## src/rtl/pc_enum_8bit_if.sv

```systemverilog
// Stream and control bundle for the same-weight word enumerator.
interface pc_enum_8bit_if;
  logic       start;
  logic [3:0] k;
  logic       abort;
  logic       q_ready;
  logic       q_valid;
  logic [7:0] q;
  logic       q_last;
  logic [6:0] idx;
  logic       busy;
  logic       done;
  logic       err;

  // Requester / consumer side
  modport master (
    output start, k, abort, q_ready,
    input  q_valid, q, q_last, idx, busy, done, err
  );

  // Enumerator side
  modport slave (
    input  start, k, abort, q_ready,
    output q_valid, q, q_last, idx, busy, done, err
  );
endinterface

```

## src/rtl/pc_enum_8bit.sv

```systemverilog
// Enumerates every 8-bit word of popcount k in ascending order, one word per
// accepted valid/ready handshake. Successor words come from Gosper's step.
module pc_enum_8bit (
  input  logic          clk,
  input  logic          rst_n,
  pc_enum_8bit_if.slave bus
);

  typedef enum logic [1:0] {StIdle, StRun, StDone} state_e;

  state_e     r_state, w_state_d;
  logic [3:0] r_k, w_k_d;
  logic [7:0] r_q, w_q_d;
  logic [6:0] r_idx, w_idx_d;
  logic       r_err, w_err_d;

  logic [7:0] w_first, w_last, w_next;
  logic [8:0] w_q9, w_c, w_r, w_x;
  logic [2:0] w_ctz;
  logic       w_is_last;
  logic       w_run;

  // First word of a new run and terminal word of the captured weight class
  always_comb begin
    w_first   = 8'((9'd1 << bus.k) - 9'd1);
    w_last    = 8'(16'hFF00 >> r_k);
    w_is_last = (r_q == w_last);
  end

  // Gosper's step at 9 bits so the carry out of bit 7 is not lost
  always_comb begin
    w_q9 = {1'b0, r_q};
    w_c  = w_q9 & (~w_q9 + 9'd1);
    w_r  = w_q9 + w_c;
    w_x  = (w_r ^ w_q9) >> 2;
    // Lowest set bit of c wins; the loop is a priority encoder, not a divider
    w_ctz = 3'd0;
    for (int i = 7; i >= 0; i--) begin
      if (w_c[i]) w_ctz = 3'(i);
    end
    w_next = 8'((w_x >> w_ctz) | w_r);
  end

  // Next-state and datapath update
  always_comb begin
    w_state_d = r_state;
    w_k_d     = r_k;
    w_q_d     = r_q;
    w_idx_d   = r_idx;
    w_err_d   = 1'b0;
    unique case (r_state)
      StIdle: begin
        if (bus.start) begin
          if (bus.k <= 4'd8) begin
            w_state_d = StRun;
            w_k_d     = bus.k;
            w_q_d     = w_first;
            w_idx_d   = 7'd0;
          end else begin
            w_err_d = 1'b1;
          end
        end
      end
      StRun: begin
        // abort wins over any handshake in the same cycle
        if (bus.abort) begin
          w_state_d = StIdle;
        end else if (bus.q_ready) begin
          if (w_is_last) begin
            w_state_d = StDone;
          end else begin
            w_q_d   = w_next;
            w_idx_d = r_idx + 7'd1;
          end
        end
      end
      StDone: begin
        w_state_d = StIdle;
      end
      default: begin
        w_state_d = StIdle;
      end
    endcase
  end

  // State and datapath registers
  always_ff @(posedge clk or negedge rst_n) begin
    if (!rst_n) begin
      r_state <= StIdle;
      r_k     <= 4'd0;
      r_q     <= 8'h00;
      r_idx   <= 7'd0;
      r_err   <= 1'b0;
    end else begin
      r_state <= w_state_d;
      r_k     <= w_k_d;
      r_q     <= w_q_d;
      r_idx   <= w_idx_d;
      r_err   <= w_err_d;
    end
  end

  // Outputs decode registers only
  always_comb begin
    w_run       = (r_state == StRun);
    bus.q_valid = w_run;
    bus.busy    = w_run;
    bus.q_last  = w_run && w_is_last;
    bus.done    = (r_state == StDone);
    bus.err     = r_err;
    bus.q       = r_q;
    bus.idx     = r_idx;
  end

endmodule

```

## src/flat_wrapper.sv

```systemverilog
// flat-port wrapper written by rule: the top's interface ports become plain ports
module pc_enum_8bit_flat 
  (clk, rst_n, bus_start, bus_k, bus_abort, bus_q_ready, bus_q_valid, bus_q, bus_q_last, bus_idx, bus_busy, bus_done, bus_err);
  pc_enum_8bit_if bus_i ();
  input  logic clk;
  input  logic rst_n;
  input wire logic [$bits(bus_i.start)-1:0] bus_start;
  input wire logic [$bits(bus_i.k)-1:0] bus_k;
  input wire logic [$bits(bus_i.abort)-1:0] bus_abort;
  input wire logic [$bits(bus_i.q_ready)-1:0] bus_q_ready;
  output wire logic [$bits(bus_i.q_valid)-1:0] bus_q_valid;
  output wire logic [$bits(bus_i.q)-1:0] bus_q;
  output wire logic [$bits(bus_i.q_last)-1:0] bus_q_last;
  output wire logic [$bits(bus_i.idx)-1:0] bus_idx;
  output wire logic [$bits(bus_i.busy)-1:0] bus_busy;
  output wire logic [$bits(bus_i.done)-1:0] bus_done;
  output wire logic [$bits(bus_i.err)-1:0] bus_err;
  assign bus_i.start = bus_start;
  assign bus_i.k = bus_k;
  assign bus_i.abort = bus_abort;
  assign bus_i.q_ready = bus_q_ready;
  assign bus_q_valid = bus_i.q_valid;
  assign bus_q = bus_i.q;
  assign bus_q_last = bus_i.q_last;
  assign bus_idx = bus_i.idx;
  assign bus_busy = bus_i.busy;
  assign bus_done = bus_i.done;
  assign bus_err = bus_i.err;
  pc_enum_8bit u_core (.clk(clk), .rst_n(rst_n), .bus(bus_i));
endmodule
```

## config.mk

```make
export PLATFORM = sky130hd
export DESIGN_NAME = pc_enum_8bit_flat
export DESIGN_NICKNAME = d
export VERILOG_FILES = /design/src/rtl/pc_enum_8bit_if.sv /design/src/rtl/pc_enum_8bit.sv /design/src/flat_wrapper.sv
export SDC_FILE = /design/constraint.sdc
export NUM_CORES = 1
export LEC_CHECK = 0
export BUFFER_PORTS_ARGS = -buffer_cell sky130_fd_sc_hd__buf_2
export CAP_MARGIN = 20
export CELL_PAD_IN_SITES_DETAIL_PLACEMENT = 0
export CELL_PAD_IN_SITES_GLOBAL_PLACEMENT = 1
export CORE_ASPECT_RATIO = 1.5
export CORE_UTILIZATION = 43
export CTS_CLUSTER_DIAMETER = 50
export DETAILED_ROUTE_END_ITERATION = 6
export GPL_TIMING_DRIVEN = 0
export HOLD_SLACK_MARGIN = 0.06
export PLACE_DENSITY = 0.92
export SLEW_MARGIN = 20
export SYNTH_ARGS = -nofsm -noshare
export SYNTH_HDL_FRONTEND = slang
export SYNTH_SLANG_ARGS = --single-unit
```

## constraint.sdc

```tcl
create_clock -name clk -period 2.6 [get_ports clk]
set_input_delay 0.39 -clock clk [delete_from_list [all_inputs] [get_ports clk]]
set_output_delay 0.39 -clock clk [all_outputs]
set_load 0.02 [all_outputs]
```

# After elaboration in Yosys (flattened, before gate mapping)
# Index checks and enable logic that the tools add are counted.
[word_totals]
reg_bits = 22
output_inout_bits = 20
[classes]
shifts = 3
bitwise_logic = 4
mux = 29
n_reduce_logical = 6
n_eq_ne = 10
n_addsub = 4
n_lt_le_gt_ge = 1
[op_table]
columns = ["op", "count"]
rows = [
  ["$mux 8", 5],
  ["$mux 7", 5],
  ["$mux 3", 8],
  ["$pmux 8 s2", 1],
  ["$shr 16x4->8 const A", 1],
  ["$pmux 7 s2", 1],
  ["$mux 2", 5],
  ["$add 8x9->9", 1],
  ["$add 9x1->9 const B", 1],
  ["$and 8x9->9", 1],
  ["$not 8->9", 1],
  ["$xor 9x8->9", 1],
  ["$eq 8x8->1", 1],
  ["$ne 2x2->1 const B", 4],
  ["$or 8x8->8", 1],
  ["$shl 1x4->8 const A", 1],
  ["$shr 7x3->8", 1],
  ["$sub 8x1->8 const B", 1],
  ["$add 7x1->7 const B", 1],
  ["$reduce_and 6->1", 1],
  ["$le 4x4->1 const B", 1],
  ["$pmux 2 s2", 1],
  ["$reduce_and 4->1", 1],
  ["$mux 1", 3],
  ["9 further kinds", 9],
]

# Longest topological paths before layout
[logic_depth]
depth_word = 17
mapped_depth = 10
depth_no_buf = 8

# Worst setup path before layout
# Ideal clock, no wire load.
[synth_path]
path_type = "register -> output"
from = "register u_core.r_k[2]"
to = "output port bus_q_last"
path_slack_ns = 0.249
arrival_time_ns = 1.961
n_path_buf = 1
stages_incl_launch_ff = 6
cell_sequence = "dfrtp_1 buf_6 or4_4 a211oi_2 o21bai_1 nor4_1"
[synth_between]
elab_chain_len = 3
[synth_rtl]
columns = ["item", "line", "rtl"]
rows = [
  ["start, declared", "pc_enum_8bit.sv:12", "logic [3:0] r_k, w_k_d;"],
  ["start signal, assigned", "pc_enum_8bit.sv:96", "r_k <= w_k_d;"],
  ["$shr 16x4->8", "pc_enum_8bit.sv:26", "w_last = 8'(16'hFF00 >> r_k);"],
  ["$eq 8x8->1", "pc_enum_8bit.sv:27", "w_is_last = (r_q == w_last);"],
  ["$logic_and 1x1->1", "pc_enum_8bit.sv:108", "bus.q_last = w_run && w_is_last;"],
  ["end, declared", "flat_wrapper.sv:13", "output wire logic [$bits(bus_i.q_last)-1:0] bus_q_last;"],
]
# Every way passes these cells.

# Worst setup path in the final report
[layout_path]
from = "register u_core.r_q[3] (netlist: u_core.bus.q[3])"
to = "register u_core.r_q[0] (netlist: u_core.bus.q[0])"
[layout_between]
elab_chain_len = 17
[layout_rtl]
columns = ["item", "line", "rtl"]
rows = [
  ["start, declared", "pc_enum_8bit.sv:13", "logic [7:0] r_q, w_q_d;"],
  ["start signal, assigned", "pc_enum_8bit.sv:97", "r_q <= w_q_d;"],
  ["$not 8->9", "pc_enum_8bit.sv:33", "w_c = w_q9 & (~w_q9 + 9'd1);"],
  ["$add 9x1->9", "pc_enum_8bit.sv:33", ""],
  ["$and 8x9->9", "pc_enum_8bit.sv:33", ""],
  ["$mux 3 (8 in a row)", "pc_enum_8bit.sv:39", "if (w_c[i]) w_ctz = 3'(i);"],
  ["$shr 7x3->8", "pc_enum_8bit.sv:41", "w_next = 8'((w_x >> w_ctz) | w_r);"],
  ["$or 8x8->8", "pc_enum_8bit.sv:41", ""],
  ["$mux 8", "pc_enum_8bit.sv:69", "if (w_is_last) begin"],
  ["$mux 8", "pc_enum_8bit.sv:68", "end else if (bus.q_ready) begin"],
  ["$mux 8", "pc_enum_8bit.sv:66", "if (bus.abort) begin"],
  ["$pmux 8 s2", "pc_enum_8bit.sv:51", "unique case (r_state)"],
]
# Several ways; a longest one is shown, not always the timed one. The select of a mux whose other input is x is not followed.
# A chain may end at the register's enable or synchronous reset.

==> flow_summary.toml <==
[timing]
timing.final.max_slew_violations = 0
period_needed_ps = 2510
holdWs_ps = 88.4
hold_viol_final = 0
finalSetupViolCount = 0
finalCritPeriodShare = 0.964
fmax_mhz = 399
tightest_slew_ps = 529
rsz0062_at_grt = "true"
skew_ps = 4.46
timing.slew.headroom = 0.644

[route]
routed_wl_mm = 5.44
drt_iter0_markers = 84
dr_total_vias = 1982
drc = 4
wl_per_cell_um = 17.0
firstDrtPassIters = 6
ant_nets = 0
via_per_inst = 6.19

[setup_path]
end_kind = "flop"
cp_slowest_cell = "or4_1"
reg2reg_slack_ps = 90
regToRegStartpoint = "u_core.bus.q[3]"
required_ps = 2790
crit_chain = "or4_1 -> o31ai_2 -> a32oi_1 -> or3b_1 -> o21ai_1 -> a221oi_1 -> o221ai_2"
crit_buf_inv = 0
critical-path-max-stage-delay_ps = 620
critPathLaunchType = "flop"
arrival_ps = 2700
cp_top_family = "simple AND/OR/NAND/NOR gates"
worst-path-max-fanout = 7
reg2reg_depth = 7
timing.rr.end = "u_core.bus.q[0]"
path_class = "flop to flop"

[logic_synthesis]
synth_edf_count = 0
syn_inst = 238
synth_ff_type = "dfrtp_1"
avgSynthCellArea_um2 = 8.27
synthesis.nets = 249
yosysWarnings = 0
synthDistinctLibCells = 67
synth-seq-area-share = 0.280
syn_area_um2 = 1970
synth_seq_cells = 22
async_flop_share = 1.00

[cells_and_area]
final_cell_mix = "buf_2, nor2_1, nand2_1"
utilization = 0.538
fin_nets = 287
fill_cells = 407
syn_to_final_growth_pct = 17.9
layout-drive-gt1-share = 0.288
n_antenna_cell = 0

[floorplanning]
die_h_um = 84.9
coreArea_um2 = 4320
initial_core_util = 0.456
num_io_pins = 29
fp.dieW_um = 57.3
die_area_um2 = 4860
num_rows = 29

[pwr]
p_sw_uw = 1140
ir_worst_vdd_uv = 386
p_int_uw = 1170
combPwrFrac = 0.668
leakage_uw = 0.000967
switching_share = 0.493
p_clk_frac = 0.094
seq_power_share = 0.238
power.density_nw_per_um2 = 995

[cts]
cts.sinks = 22
cts_hold_buf = 0
h-tree-depth = 1
cts_buffers = 3
cts_tree = "done"
cts.clk_slew.worst_paths_ps = 80
cts_buffer_depth = 2
clock_latency_ps = 270
root_buffer = "clkbuf_8"

[placed_design]
dp.final_hpwl_mm = 3.97
gp_congestion = 0.900
portBuffers = 25

[grt]
overflow = 0
grt_max_degree = 23
grt_antenna_before_repair = 0
grt_pass1_vias = 1847
grt_usage = 0.233
grt_pass1_wl_mm = 8.89

[job]
cap_violations = 0

[status]
violations = "DRC"
outcome = "finished with violations"

[worst_hold_path]
hold_class = "input port to asynchronous set/reset pin"
[power by group through the flow]
stage               Combinational, µW  Sequential (µW)  Clock [µW]
detailed placement               1390              547           0
global route                     1670              562         230
finish                           1540              549         218
global placement                 1380              544           0
floorplan                         991              607           0
CTS                              1390              541         220
[cell families (layout without fill, tap and decap cells)]
group / after synthesis / in the layout / synth area share
AO/OA/AOI/OAI: 71 / 71 / 0.259
XOR/XNOR: 8 / 8 / 0.0356
adder cells (fa/ha/maj): 2 / 2 / 0.0127
buffers and inverters: 29 / 65 / 0.0997
flip-flops: 22 / 22 / 0.280
multiplexers: 7 / 7 / 0.0394
AND/OR/NAND/NOR: 99 / 99 / 0.274
[how the worst max path moves through the flow]
| stage | from | to | slack [ps] | cells after the start |
|---|---|---|---|---|
| after floorplan | u_core.r_k[2] | bus_q_last | 250 | 5 |
| after global placement | bus_k[2] | u_core.bus.q[2] | -10 | 8 |
| after detailed placement | bus_k[2] | u_core.bus.q[2] | 0.08 | 8 |
| after CTS | u_core.bus.q[4] | u_core.bus.q[0] | 70 | 6 |
| after global routing | u_core.r_k[0] | bus_q_last | -10 | 6 |
| final | u_core.bus.q[3] | u_core.bus.q[0] | 90 | 7 |
[area by class of cell]
cell class | instances | area (µm²) | share of cell area
inverter | 10 | 37.5 | 0.0162
timing repair buffer | 33 | 188 | 0.0809
multi-input combinational | 187 | 1270 | 0.549
sequential | 22 | 554 | 0.239
buffer | 19 | 168 | 0.0722
tap | 46 | 57.6 | 0.0248
clock buffer | 3 | 41.3 | 0.0178
[synthesized netlist by cell type, types with 3 or more instances]
library cell | count | area, µm²
xnor2_1 | 6 | 52.6
o31ai_1 | 3 | 22.5
a211oi_1 | 3 | 22.5
dfrtp_1 | 22 | 551
a21oi_1 | 15 | 75.1
nor2_1 | 28 | 105
and3_1 | 3 | 18.8
o21ai_1 | 4 | 20.0
nand3_1 | 5 | 25.0
mux2i_1 | 3 | 30.0
inv_1 | 10 | 37.5
nor2b_1 | 6 | 37.5
a31oi_1 | 3 | 18.8
clkbuf_1 | 5 | 18.8
nor3_1 | 7 | 35.0
buf_2 | 4 | 20.0
o211ai_1 | 4 | 30.0
nand2b_1 | 3 | 18.8
nand2_1 | 20 | 75.1
o21ai_0 | 15 | 75.1
clkbuf_8 | 6 | 82.6
nor4_1 | 4 | 25.0
[through the flow]
stage                     TNS [ps]  instances  area, µm²  power [µW]  setup WS (ps)
final                            0        320       2320        2310           92.5
after global routing         -11.7        320       2320        2460          -11.7
after CTS                        0        312       2190        2150           65.6
after detailed placement         0        309       2150        1930         0.0768
after global placement       -12.8        309       2150        1920          -12.8
after floorplan                  0        238       1970        1600            249
[sequential cells by signal (all words and copies together), names as in the netlist]
register,count
u_core.r_k,4
u_core.bus.q,8
u_core.bus.err,1
u_core.bus.idx,7
u_core.r_state,2
[layer usage]
| metal | vias up | routed length (µm) | GRT usage |
|---|---|---|---|
| met5 | - | 0 | 0 |
| met3 | 12 | 188 | 0.0183 |
| li1 | 956 | - | - |
| met1 | 956 | 2210 | 0.271 |
| met4 | 0 | 146 | 0.0953 |
| met2 | 58 | 2900 | 0.431 |
[timing repair]
action                                  CTS  global route
endpoints found under the setup margin    0             7
buffers inserted                          0             8
gates resized for setup                   0            20
Note: power is estimated with default switching activity, not from simulation.
